==> src/rtl/ps2_cmd_seq_if.sv <==
// Signal bundle between ps2_cmd_seq and its PS/2 tx/rx neighbours and host logic.
// cmd_valid/cmd_ready: a command transfers on the cycle both are 1; cmd_data is held while cmd_valid=1.
interface ps2_cmd_seq_if;
  logic       tx_idle;
  logic       tx_done_tick;
  logic       wr_ps2;
  logic [7:0] tx_din;
  logic       rx_done_tick;
  logic [7:0] rx_dout;
  logic       cmd_valid;
  logic [7:0] cmd_data;
  logic       cmd_ready;
  logic       cmd_done_tick;
  logic       cmd_err;
  logic       strm_valid;
  logic [7:0] strm_data;
  logic       init_done;
  logic       init_fail;
  logic [2:0] state_dbg;

  modport master (
    input  tx_idle, tx_done_tick, rx_done_tick, rx_dout, cmd_valid, cmd_data,
    output wr_ps2, tx_din, cmd_ready, cmd_done_tick, cmd_err,
           strm_valid, strm_data, init_done, init_fail, state_dbg
  );

  modport slave (
    output tx_idle, tx_done_tick, rx_done_tick, rx_dout, cmd_valid, cmd_data,
    input  wr_ps2, tx_din, cmd_ready, cmd_done_tick, cmd_err,
           strm_valid, strm_data, init_done, init_fail, state_dbg
  );
endinterface

==> src/rtl/ps2_cmd_seq.sv <==
// PS/2 command sequencer: sends the init byte, then user commands, pairing each
// transmitted byte with the device acknowledge and forwarding unsolicited bytes.
module ps2_cmd_seq #(
  parameter logic [7:0] INIT_CMD    = 8'hF4,
  parameter int         ACK_TIMEOUT = 2_000_000,
  parameter int         TMR_W       = 21,
  parameter int         MAX_RETRY   = 3
) (
  input logic         clk,
  input logic         reset,
  ps2_cmd_seq_if.master bus
);
  localparam int RTY_W = (MAX_RETRY > 0) ? $clog2(MAX_RETRY + 1) : 1;

  typedef enum logic [2:0] {
    S_INIT   = 3'd0,
    S_SEND   = 3'd1,
    S_TXW    = 3'd2,
    S_ACKW   = 3'd3,
    S_STREAM = 3'd4,
    S_FAIL   = 3'd5
  } state_t;

  state_t             state;
  logic [7:0]         cur_byte;
  logic               is_init;
  logic [RTY_W-1:0]   retry_cnt;
  logic [TMR_W-1:0]   timer;

  logic rx_ack, rx_nak, tmo, accept;

  // A received byte always beats an expiring timer in the same cycle.
  assign rx_ack = bus.rx_done_tick && (bus.rx_dout == 8'hFA);
  assign rx_nak = bus.rx_done_tick && (bus.rx_dout == 8'hFE);
  assign tmo    = !bus.rx_done_tick && (timer == '0);
  assign accept = bus.cmd_valid && bus.cmd_ready;

  assign bus.cmd_ready = (state == S_STREAM) && bus.tx_idle;
  assign bus.state_dbg = state;

  always_ff @(posedge clk or negedge reset) begin
    if (!reset) begin
      state             <= S_INIT;
      cur_byte          <= 8'h00;
      is_init           <= 1'b0;
      retry_cnt         <= '0;
      timer             <= '0;
      bus.wr_ps2        <= 1'b0;
      bus.tx_din        <= 8'h00;
      bus.cmd_done_tick <= 1'b0;
      bus.cmd_err       <= 1'b0;
      bus.strm_valid    <= 1'b0;
      bus.strm_data     <= 8'h00;
      bus.init_done     <= 1'b0;
      bus.init_fail     <= 1'b0;
    end else begin
      bus.wr_ps2        <= 1'b0;
      bus.cmd_done_tick <= 1'b0;
      bus.cmd_err       <= 1'b0;
      bus.strm_valid    <= 1'b0;
      case (state)
        S_INIT: begin
          cur_byte  <= INIT_CMD;
          is_init   <= 1'b1;
          retry_cnt <= '0;
          state     <= S_SEND;
        end
        S_SEND: begin
          if (bus.tx_idle) begin
            bus.wr_ps2 <= 1'b1;
            bus.tx_din <= cur_byte;
            state      <= S_TXW;
          end
        end
        S_TXW: begin
          if (bus.tx_done_tick) begin
            timer <= TMR_W'(ACK_TIMEOUT);
            state <= S_ACKW;
          end
        end
        S_ACKW: begin
          if (rx_ack) begin
            if (is_init) bus.init_done <= 1'b1;
            else         bus.cmd_done_tick <= 1'b1;
            state <= S_STREAM;
          end else if (rx_nak || tmo) begin
            if (retry_cnt < RTY_W'(MAX_RETRY)) begin
              retry_cnt <= retry_cnt + 1'b1;
              state     <= S_SEND;
            end else if (is_init) begin
              bus.init_fail <= 1'b1;
              state         <= S_FAIL;
            end else begin
              bus.cmd_done_tick <= 1'b1;
              bus.cmd_err       <= 1'b1;
              state             <= S_STREAM;
            end
          end else if (timer != '0) begin
            timer <= timer - 1'b1;
          end
        end
        S_STREAM: begin
          if (bus.rx_done_tick) begin
            bus.strm_valid <= 1'b1;
            bus.strm_data  <= bus.rx_dout;
          end
          if (accept) begin
            cur_byte  <= bus.cmd_data;
            is_init   <= 1'b0;
            retry_cnt <= '0;
            state     <= S_SEND;
          end
        end
        S_FAIL:  state <= S_FAIL;
        default: state <= S_INIT;
      endcase
    end
  end
endmodule

==> src/flat_wrapper.sv <==
// flat-port wrapper written by rule: the top's interface ports become plain ports
module ps2_cmd_seq_flat 
#(
  parameter logic [7:0] INIT_CMD    = 8'hF4,
  parameter int         ACK_TIMEOUT = 2_000_000,
  parameter int         TMR_W       = 21,
  parameter int         MAX_RETRY   = 3
)
  (clk, reset, bus_tx_idle, bus_tx_done_tick, bus_rx_done_tick, bus_rx_dout, bus_cmd_valid, bus_cmd_data, bus_wr_ps2, bus_tx_din, bus_cmd_ready, bus_cmd_done_tick, bus_cmd_err, bus_strm_valid, bus_strm_data, bus_init_done, bus_init_fail, bus_state_dbg);
  ps2_cmd_seq_if bus_i ();
  input logic clk;
  input logic reset;
  input wire logic [$bits(bus_i.tx_idle)-1:0] bus_tx_idle;
  input wire logic [$bits(bus_i.tx_done_tick)-1:0] bus_tx_done_tick;
  input wire logic [$bits(bus_i.rx_done_tick)-1:0] bus_rx_done_tick;
  input wire logic [$bits(bus_i.rx_dout)-1:0] bus_rx_dout;
  input wire logic [$bits(bus_i.cmd_valid)-1:0] bus_cmd_valid;
  input wire logic [$bits(bus_i.cmd_data)-1:0] bus_cmd_data;
  output wire logic [$bits(bus_i.wr_ps2)-1:0] bus_wr_ps2;
  output wire logic [$bits(bus_i.tx_din)-1:0] bus_tx_din;
  output wire logic [$bits(bus_i.cmd_ready)-1:0] bus_cmd_ready;
  output wire logic [$bits(bus_i.cmd_done_tick)-1:0] bus_cmd_done_tick;
  output wire logic [$bits(bus_i.cmd_err)-1:0] bus_cmd_err;
  output wire logic [$bits(bus_i.strm_valid)-1:0] bus_strm_valid;
  output wire logic [$bits(bus_i.strm_data)-1:0] bus_strm_data;
  output wire logic [$bits(bus_i.init_done)-1:0] bus_init_done;
  output wire logic [$bits(bus_i.init_fail)-1:0] bus_init_fail;
  output wire logic [$bits(bus_i.state_dbg)-1:0] bus_state_dbg;
  assign bus_i.tx_idle = bus_tx_idle;
  assign bus_i.tx_done_tick = bus_tx_done_tick;
  assign bus_i.rx_done_tick = bus_rx_done_tick;
  assign bus_i.rx_dout = bus_rx_dout;
  assign bus_i.cmd_valid = bus_cmd_valid;
  assign bus_i.cmd_data = bus_cmd_data;
  assign bus_wr_ps2 = bus_i.wr_ps2;
  assign bus_tx_din = bus_i.tx_din;
  assign bus_cmd_ready = bus_i.cmd_ready;
  assign bus_cmd_done_tick = bus_i.cmd_done_tick;
  assign bus_cmd_err = bus_i.cmd_err;
  assign bus_strm_valid = bus_i.strm_valid;
  assign bus_strm_data = bus_i.strm_data;
  assign bus_init_done = bus_i.init_done;
  assign bus_init_fail = bus_i.init_fail;
  assign bus_state_dbg = bus_i.state_dbg;
  ps2_cmd_seq #(.INIT_CMD(INIT_CMD), .ACK_TIMEOUT(ACK_TIMEOUT), .TMR_W(TMR_W), .MAX_RETRY(MAX_RETRY)) u_core (.clk(clk), .reset(reset), .bus(bus_i));
endmodule
==> config.mk <==
export PLATFORM = sky130hd
export DESIGN_NAME = ps2_cmd_seq_flat
export DESIGN_NICKNAME = d
export VERILOG_FILES = /design/src/rtl/ps2_cmd_seq_if.sv /design/src/rtl/ps2_cmd_seq.sv /design/src/flat_wrapper.sv
export SDC_FILE = /design/constraint.sdc
export NUM_CORES = 1
export LEC_CHECK = 0
export BUFFER_PORTS_ARGS = -buffer_cell sky130_fd_sc_hd__buf_2
export CORE_ASPECT_RATIO = 1.1
export CORE_UTILIZATION = 60
export DETAILED_ROUTE_END_ITERATION = 10
export GPL_TIMING_DRIVEN = 1
export PLACE_DENSITY = 0.93
export REMOVE_ABC_BUFFERS = 1
export SLEW_MARGIN = 40
export SYNTH_ARGS = -nofsm -noshare
export SYNTH_HDL_FRONTEND = slang
export SYNTH_SLANG_ARGS = --single-unit
==> constraint.sdc <==
create_clock -name clk -period 3.2 [get_ports clk]
set_input_delay 0 -clock clk [delete_from_list [all_inputs] [get_ports clk]]
set_output_delay 0 -clock clk [all_outputs]
set_load 0.05 [all_outputs]
-- After elaboration in Yosys (flattened, before gate mapping)
Index checks and enable logic that the tools add are counted.
W data, S select, Z words.
- register bits after elaboration: 57
- bits of input ports: 22
- output and inout bits: 26
- word-level logic and storage cells: 88
- $add $sub $neg: 2
- $lt $le $gt $ge: 1
- eq/ne operators: 16
- multiplexer cells: 33
- bitwise operators: 2
- reduce and logical (&&, ||, !) cells: 21
- operator list (operator ; count):
    $mux W21 ; 4
    $pmux W21 S2 ; 1
    $logic_not A21 Y1 ; 1
    $reduce_bool A21 Y1 ; 1
    $sub A21 B1 Y21 const B ; 1
    $mux W3 ; 6
    $pmux W3 S6 ; 1
    $eq A8 B8 Y1 const B ; 2
    $pmux W8 S2 ; 1
    $reduce_and A5 Y1 ; 3
    $mux W1 ; 13
    $mux W2 ; 4
    $mux W8 ; 1
    $ne A2 B1 Y1 const B ; 4
    $ne A2 B2 Y1 const B ; 4
    $eq A3 B2 Y1 const B ; 2
    $eq A3 B3 Y1 const B ; 2
    $pmux W2 S3 ; 1
    $reduce_and A2 Y1 ; 3
    $logic_and A1 B1 Y1 ; 5
    $reduce_and A4 Y1 ; 1
    $reduce_bool A2 Y1 ; 2
    $eq A3 B1 Y1 const B ; 1
    $logic_not A3 Y1 ; 1
    other kinds (9) ; 10

-- Longest topological paths before layout
Gate-level depths: netlist of the first run.
- depth after elaboration: 6
- gate-level depth with buffers: 9
- mapped depth without buffers: 7

-- Least setup slack after synthesis of the first run
No wires, ideal clock.
- kind: flip-flop to flip-flop
- start: reg u_core.state[0], in the netlist u_core.bus.state_dbg[0]
- end: reg u_core.cur_byte[7]
- library setup time: 0.136 ns
- data arrival time: 2.141 ns
- required time: 3.064 ns
- path slack: 0.923 ns
- stages on the path, launching flop included: 8
- buffers on the path: 2
- clock period less this slack: 2.277 ns
- cells stage by stage: dfrtp_1 -> clkbuf_1 -> nor2_1 -> and3_1 -> nand2_1 -> clkbuf_1 -> nor2_1 -> a21oi_1
- cells in the longest elaborated chain, start to end: 5
- elaborated cells on any way between the ends: 8
- those cells by class: eq/ne (2); mux (1); reduce/logical (5)
- RTL lines (item ; RTL line ; source):
    start: declaration ; ps2_cmd_seq.sv:24 ; state_t state;
    start signal: assignment ; ps2_cmd_seq.sv:43 ; state <= S_INIT;
    start signal: assignment ; ps2_cmd_seq.sv:66 ; state <= S_SEND;
    start signal: assignment ; ps2_cmd_seq.sv:72 ; state <= S_TXW;
    $eq A3 B3 Y1 ; ps2_cmd_seq.sv:38 ; assign bus.cmd_ready = (state == S_STREAM) && bus.tx_idle;
    $logic_and A1 B1 Y1 ; ps2_cmd_seq.sv:38 ;
    via bus_cmd_ready ; flat_wrapper.sv:21 ; output wire logic [$bits(bus_i.cmd_ready)-1:0] bus_cmd_ready;
    $logic_and A1 B1 Y1 ; ps2_cmd_seq.sv:36 ; assign accept = bus.cmd_valid && bus.cmd_ready;
    $ne A2 B1 Y1 (no line) ; -- ;
    $reduce_and A2 Y1 (no line) ; -- ;
    end signal: assignment ; ps2_cmd_seq.sv:108 ; cur_byte <= bus.cmd_data;
    end: declaration ; ps2_cmd_seq.sv:25 ; logic [7:0] cur_byte;
The timed path passes the listed nets, and every way through them passes these cells.
A chain may end at the register's enable or synchronous reset.

-- Worst setup path in the final report of the first run
- start: reg u_core.timer[1]
- end: reg u_core.timer[11]
- cells in the longest elaborated chain, start to end: 5
- elaborated cells on any way between the ends: 12
- those cells by class: add/sub (1); eq/ne (2); mux (4); reduce/logical (5)
- RTL lines (item ; RTL line ; source):
    start: declaration ; ps2_cmd_seq.sv:28 ; logic [TMR_W-1:0] timer;
    start signal: assignment ; ps2_cmd_seq.sv:77 ; timer <= TMR_W'(ACK_TIMEOUT);
    start signal: assignment ; ps2_cmd_seq.sv:99 ; timer <= timer - 1'b1;
    $sub A21 B1 Y21 / $logic_not A21 Y1 (equally long branches) ; ps2_cmd_seq.sv:99, ps2_cmd_seq.sv:35 ;
    $mux W21 / $logic_and A1 B1 Y1 (equally long branches) ; ps2_cmd_seq.sv:98, ps2_cmd_seq.sv:35 ;
    $mux W21 / $logic_or A1 B1 Y1 (equally long branches) ; ps2_cmd_seq.sv:86 ; end else if (rx_nak || tmo) begin
    $mux W21 / $ne A2 B2 Y1 (equally long branches) ; -- ;
    $pmux W21 S2 / $reduce_and A5 Y1 (equally long branches) ; -- ;
Several ways; a longest one is shown, not always the timed one. The select of a mux whose other input is x is not followed.

==> results.sh, run 1 <==
export IMPL_status="finished clean"
export IMPL_clk_latency_ps=350
export IMPL_start_util=0.641
export IMPL_ys_ff_latch=57
export IMPL_fin_crit_sh=0.833
export IMPL_drt_pass1_iterations=5
export IMPL_final_setup_worst_slack_ps=535
export IMPL_max_clock_freq_ghz=0.375
export IMPL_drtIter0Drc=341
export IMPL_ctsResizeCount=0
export IMPL_syn_avg_cell_area_um2=10.4
export IMPL_endpoint_kind="flip-flop"
export IMPL_setup_viol=0
export IMPL_antenna_found_initial=0
export IMPL_tns_ps=0
export IMPL_synth_area_um2=2830
export IMPL_fin_util=0.794
export IMPL_finalWirelength_mm=9.14
export IMPL_finalNetCount=367
export IMPL_cts_tree="yes"
export IMPL_vias=2798
export IMPL_syn2layout_area_growth_pct=23.8
export IMPL_cp_max_fo=14
export IMPL_root_buffer="clkbuf_8"
export IMPL_synth_cell_types=51
export IMPL_cp_start_kind="flip-flop"
export IMPL_holdCritPathClass="in2reg"
export IMPL_die_height_um=74
export IMPL_dieArea_um2=4990
export IMPL_wl_per_cell_um=22.8
export IMPL_grt_pass1_wl_mm=14.3
export IMPL_yosysWarnings=0
export IMPL_ctsHtreeMaxLevel=3
export IMPL_coreArea_um2=4410
export IMPL_gp_congestion=0.819
export IMPL_criticalPathCategory="reg2reg"
export IMPL_post_cts_setup_buffers=0
export IMPL_grt_usage=0.404
export IMPL_layout_drive_gt1_share=0.262
export IMPL_clockBufferDepth=2
export IMPL_maxSlewHeadroom=0.526
export IMPL_cap_violations=0
export IMPL_first_global_vias=2852
export IMPL_crit_arrival_ps=2890
export IMPL_total_leakage_power_nw=1.61
export IMPL_synthCells=272
export IMPL_rows=25
export IMPL_pin_count=48
export IMPL_grt_max_degree=32
export IMPL_slew_violations=0
export IMPL_ant_nets=0
export IMPL_cts_reportedPaths_clkPinSlew_ps=80
export IMPL_drc=0
export IMPL_die_w_um=67.5
export IMPL_fin_crit_ps=2670
export IMPL_via_per_inst=6.98
export IMPL_diodes=0
export IMPL_numClockSinks=57
export IMPL_worst_pin_slew_ps=705
export IMPL_finalHoldViolCount=0
export IMPL_clock_skew_final_ps=16.1
export IMPL_placement_io_buffers=47
export IMPL_ir_worst_vdd_mv=0.500
export IMPL_power_density_nw_per_um2=758
export IMPL_place_hpwl_mm=4.65
export IMPL_rsz0062_at_grt="no"
export IMPL_dp_slack_ps=837
export IMPL_ys_seq_area_frac=0.504
export IMPL_crit_required_ps=3430
export IMPL_cts_buffers=9
export IMPL_overflow=0
[layout by cell type (no fill, tap or decap), types with 4 or more instances in the layout]
cell type and count:
and3_1 8, buf_2 47, nor3_1 11, a21o_1 6, nand4_1 4, o211a_1 6, or3_1 9, nand2_1 15
a21oi_1 13, nand3_1 13, clkbuf_8 11, mux2_2 16, o21ai_0 13, dlygate4sd3_1 19, a211o_1 4, nor2_1 27
nor4_1 4, dfrtp_1 57, inv_1 10
[power by group]
group	leakage [nW]	switching [mW]	total (mW)	internal [mW]
registers	0.684	0.231	1.08	0.846
logic	0.824	0.539	0.850	0.311
clock network	0.103	0.323	0.725	0.403
total	1.61	1.09	2.65	1.56
[layer usage]
layer | vias to the layer above | track usage | share of wire
met5 | - | 0 | 0
met4 | 0 | 0.255 | 0.067
met3 | 96 | 0.120 | 0.087
met2 | 252 | 0.661 | 0.49
met1 | 1303 | 0.460 | 0.36
li1 | 1147 | - | -
[synth_stat cells, drive strengths merged]
cell,instances,area [um2]
o2bb2ai,1,8.76
nand3,13,65.1
o311ai,1,8.76
o211a,6,60.1
nor3,11,55.1
a21oi,14,73.8
nor4,7,71.3
nand4b,1,8.76
or4b,1,10.0
and4,1,8.76
a22oi,2,15.0
nand4,4,25.0
nor2,27,101
nor3b,4,35.0
o21a,2,15.0
inv,10,37.5
dfrtp,57,1430
o22ai,1,6.26
o21ai,16,80.1
a32o,1,10.0
o31a,1,8.76
a221o,2,20.0
a21o,6,45.0
o31ai,1,7.51
clkbuf,3,11.3
a31o,2,17.5
mux2,16,180
and2,2,12.5
nor2b,2,12.5
ha,3,37.5
nor4b,1,15.0
or3,9,56.3
or4,2,18.8
and3,8,50.1
a21boi,1,7.51
a211o,4,35.0
nand2,16,62.6
buf,7,53.8
and3b,1,8.76
mux2i,3,30.0
o211ai,2,15.0
[logic make-up (layout without fill, tap and decap cells)]
logic type	Yosys count	count (layout)	synth area share
buffers and inverters	20	95	0.0363
DFF	57	57	0.504
AOI/OAI and AO/OA	63	63	0.154
adders and majority gates	3	3	0.0133
and+or+nand+nor	110	110	0.218
muxes	19	19	0.0743
[worst paths after layout]
kind,start,endpoint,slack (ps),cells past startpoint
setup reg to reg,u_core.timer[1],u_core.timer[11],530,8
hold / removal,bus_tx_done_tick,u_core.timer[19],160,4
hold reg to reg,u_core.bus.init_done,u_core.bus.init_done,510,1
max in group asynchronous,reset,u_core.retry_cnt[1],2160,3
setup / recovery,u_core.timer[1],u_core.timer[11],530,8
min in group asynchronous,reset,u_core.bus.init_fail,230,2
[per-stage QoR]
stage / cells / hold WS (ps) / area (um2) / total power, mW
final: 401 / 158 / 3500 / 2.65
after CTS: 401 / 82.3 / 3490 / 2.55
after floorplan: 262 / -296 / 2760 / 1.57
after detailed placement: 366 / 88.8 / 3100 / 1.83
after global routing: 401 / 187 / 3500 / 2.75
after global placement: 366 / 74.4 / 3090 / 1.77
[area by class of cell]
class	count	area [um2]
Clock buffer	12	155
Clock inverter	4	51.3
Fill cell	233	910
Inverter	10	37.5
Multi-Input combinational cell	195	1320
Sequential cell	57	1430
Tap cell	54	67.6
Timing Repair Buffer	69	448
[what timing repair did]
action                                 4_1_cts  5_1_grt
endpoints found under the hold margin       48        0
hold buffers                                19        0
setup endpoints to repair                    0        0
[registers in the layout, summed over array words and instances, names as in the netlist, 2 cells and up]
name                  flops
u_core.bus.state_dbg      3
u_core.bus.strm_data      8
u_core.bus.tx_din         8
u_core.cur_byte           8
u_core.retry_cnt          2
u_core.timer             21
[worst max-delay path, cell delays in order (launching register included)]
cell	delay, ps
dfrtp_1	450
inv_1	150
ha_1	150
or4b_1	480
nor2_1	310
a21o_1	460
buf_4	240
nor3_1	60
a211o_1	230
Note: power is estimated with default switching activity, not from simulation.
==> inputs of run 2 (changes only) <==
ABC_AREA = 1   (was default)
CORE_UTILIZATION = 57   (was 60)
PLACE_DENSITY = 0.89   (was 0.93)
clock period = 2.5 ns   (was 3.2 ns; I/O delays follow)
==> run 2 against run 1 <==
- combinational power rose to 2.7 times the previous value
- worst setup slack got worse by 30 ps
- sequential power rose by 32%
- core utilization fell by 6.1 points
- critical path depth rose by 2
- clock power rose by 23%
- die area rose by 14%
- wire length fell by 13%
- cell count rose by 39%
- non-clock buffer count fell by 2
==> results.sh, run 2 <==
export IMPL_crit_arrival_ps=2230
export IMPL_ant_nets=0
export IMPL_ys_ff_latch=57
export IMPL_root_buffer="clkbuf_8"
export IMPL_yosys_top_cells_count="nand2_1 (141), dfrtp_1 (57), nor2_1 (54)"
export IMPL_p_switching_mw=2.26
export IMPL_cap_violations=0
export IMPL_yosys_top_cells_area="dfrtp_1 (46%), nand2_1 (17%), nand3_1 (7.2%), nor2_1 (6.6%), inv_1 (4.6%)"
export IMPL_holdPathStages=3
export IMPL_wl_per_cell_um=14.2
export IMPL_layout_drive_gt1_share=0.166
export IMPL_die_height_um=79.1
export IMPL_drc=0
export IMPL_reg2reg_depth=10
export IMPL_finalWirelength_mm=7.91
export IMPL_fin_crit_sh=0.798
export IMPL_synth_edf_count=0
export IMPL_pwr_share_comb=0.501
export IMPL_fin_crit_ps=2000
export IMPL_reg2reg_to="u_core.bus.state_dbg[1]"
export IMPL_drt_pass1_iterations=6
export IMPL_r2r_start="u_core.bus.state_dbg[0]"
export IMPL_antenna_found_initial=0
export IMPL_final_common_cell="nand2_1"
export IMPL_syn_avg_cell_area_um2=7.43
export IMPL_yosysTopAreaCell="dfrtp_1"
export IMPL_clkPwrFrac=0.192
export IMPL_hp_start="bus_rx_done_tick"
export IMPL_ir_worst_vdd_mv=0.748
export IMPL_cts_buffers=9
export IMPL_first_global_vias=2908
export IMPL_p_seq_frac=0.307
export IMPL_post_cts_setup_buffers=0
export IMPL_via_per_inst=5.46
export IMPL_pin_count=48
export IMPL_async_flop_share=1.00
export IMPL_ff2ff_setup_slack_ps=500
export IMPL_rsz0062_at_grt="no"
export IMPL_synth_area_um2=3080
export IMPL_maxSlewHeadroom=0.539
export IMPL_place_area_um2=3350
export IMPL_clockBufferDepth=2
export IMPL_ctsResizeCount=0
export IMPL_max_clock_freq_ghz=0.501
export IMPL_die_w_um=72.1
export IMPL_worst_pin_slew_ps=689
export IMPL_holdCritPathClass="in2reg"
export IMPL_numClockSinks=57
export IMPL_start_util=0.603
export IMPL_gp_congestion=0.896
export IMPL_overflow=0
export IMPL_crit_required_ps=2740
export IMPL_grt_pass1_wl_mm=13.0
export IMPL_grt_max_degree=31
export IMPL_cp_start_kind="flip-flop"
export IMPL_slew_violations=0
export IMPL_synth_most_common_cell="nand2_1"
export IMPL_finalHoldViolCount=0
export IMPL_fin_cells=559
export IMPL_clk_latency_ps=350
export IMPL_synthCells=414
export IMPL_dp_cells=525
export IMPL_synth_top_area_frac=0.464
export IMPL_ctsHoldBuffers=18
export IMPL_hold_end="u_core.bus.strm_valid"
export IMPL_placement_io_buffers=47
export IMPL_power_density_nw_per_um2=1240
export IMPL_final_area_um2=3740
export IMPL_power_mw=4.65
export IMPL_coreArea_um2=5100
export IMPL_ctsHtreeMaxLevel=3
export IMPL_yosysWarnings=0
export IMPL_cts_reportedPaths_clkPinSlew_ps=70
export IMPL_final_setup_worst_slack_ps=505
export IMPL_synth_top_flop_cell="dfrtp_1"
export IMPL_p_int_mw=2.39
export IMPL_rows=27
export IMPL_total_leakage_power_nw=2.03
export IMPL_clock_skew_final_ps=10.4
export IMPL_drtIter0Drc=221
export IMPL_status="finished clean"
export IMPL_place_hpwl_mm=4.76
export IMPL_cts_tree="yes"
export IMPL_dp_slack_ps=538
export IMPL_cp_max_fo=8
export IMPL_finalNetCount=507
export IMPL_setup_viol=0
export IMPL_tns_ps=0
export IMPL_ys_seq_area_frac=0.464
export IMPL_dieArea_um2=5700
export IMPL_diodes=0
export IMPL_grt_usage=0.303
export IMPL_endpoint_kind="flip-flop"
export IMPL_syn2layout_area_growth_pct=21.5
export IMPL_regMostFlops="u_core.timer"
export IMPL_swShare=0.486
export IMPL_criticalPathCategory="reg2reg"
export IMPL_most_common_layout_cells="nand2_1 (141), dfrtp_1 (57), nor2_1 (54)"
export IMPL_vias=3051
export IMPL_largest_register_ffs=21
export IMPL_synth_cell_types=31
-- run 2: cell types whose count changed in the layout (fill, tap and decap cells not counted), sizes merged, moves of 9 or more --
cell | before | now
nand2 | 16 | 145
nor2 | 27 | 61
nand3 | 13 | 44
inv | 10 | 40
mux2 | 16 | 0
nor3 | 11 | 1
or3 | 9 | 0
-- run 2: kinds of logic (layout without fill, tap and decap cells) --
family                     Yosys count  in the layout  share of synthesized area
AOI/OAI and AO/OA                   32             32                     0.0582
xor gates and xnor gates             7              7                     0.0199
adders and majority gates            3              3                     0.0122
buffers and inverters               50            123                     0.0712
DFF                                 57             57                      0.464
and+or+nand+nor                    265            265                      0.375
-- run 2: worst max-delay path by stage --
| stage | startpoint | to | slack, ps |
|---|---|---|---|
| after floorplan | u_core.bus.state_dbg[1] | u_core.timer[0] | 330 |
| after global placement | u_core.timer[0] | u_core.timer[20] | 300 |
| after detailed placement | u_core.timer[0] | u_core.timer[18] | 540 |
| after CTS | u_core.bus.state_dbg[1] | u_core.timer[19] | 530 |
| after global routing | u_core.timer[0] | u_core.timer[19] | 280 |
| final | u_core.bus.state_dbg[0] | u_core.bus.state_dbg[1] | 500 |
-- run 2: power by group through the flow --
| stage | sequential, mW | clock [mW] | combinational, mW |
|---|---|---|---|
| floorplan | 1.71 | 0 | 1.44 |
| global placement | 1.41 | 0 | 2.17 |
| detailed placement | 1.42 | 0 | 2.25 |
| CTS | 1.41 | 0.896 | 2.30 |
| global route | 1.46 | 0.939 | 2.57 |
| finish | 1.43 | 0.892 | 2.33 |
-- run 2: layout make-up --
type / instances / area [um2]
well taps: 72 / 90.1
multi-input cells: 307 / 1440
fillers: 372 / 1360
clock buffers: 11 / 151
clock inverters: 5 / 53.8
flip-flops and latches: 57 / 1430
inverters: 40 / 150
repair buffers: 67 / 430
-- run 2: critical path, cell delays in order (launching register included) --
cell and delay [ps]:
dfrtp_1 430, inv_2 130, nand2_1 90, nor2_2 130, nand3_1 280, nand2_1 210
o21ai_0 150, nor2_1 260, nand2_1 90, nand2_1 60, nand2_1 50
-- run 2: through the flow --
step / utilization / hold slack, ps
after floorplan: - / -296
after global placement: 0.656 / 55.7
after detailed placement: 0.657 / 59.2
after CTS: 0.733 / 29.5
after global routing: 0.733 / 45.4
final: 0.733 / 33.8
-- run 2: layer usage --
layer	vias up	wire length [um]	track usage
met5	-	0	0
met4	0	299	0.161
met3	37	448	0.0952
met2	131	3990	0.507
met1	1437	3180	0.345
li1	1446	-	-
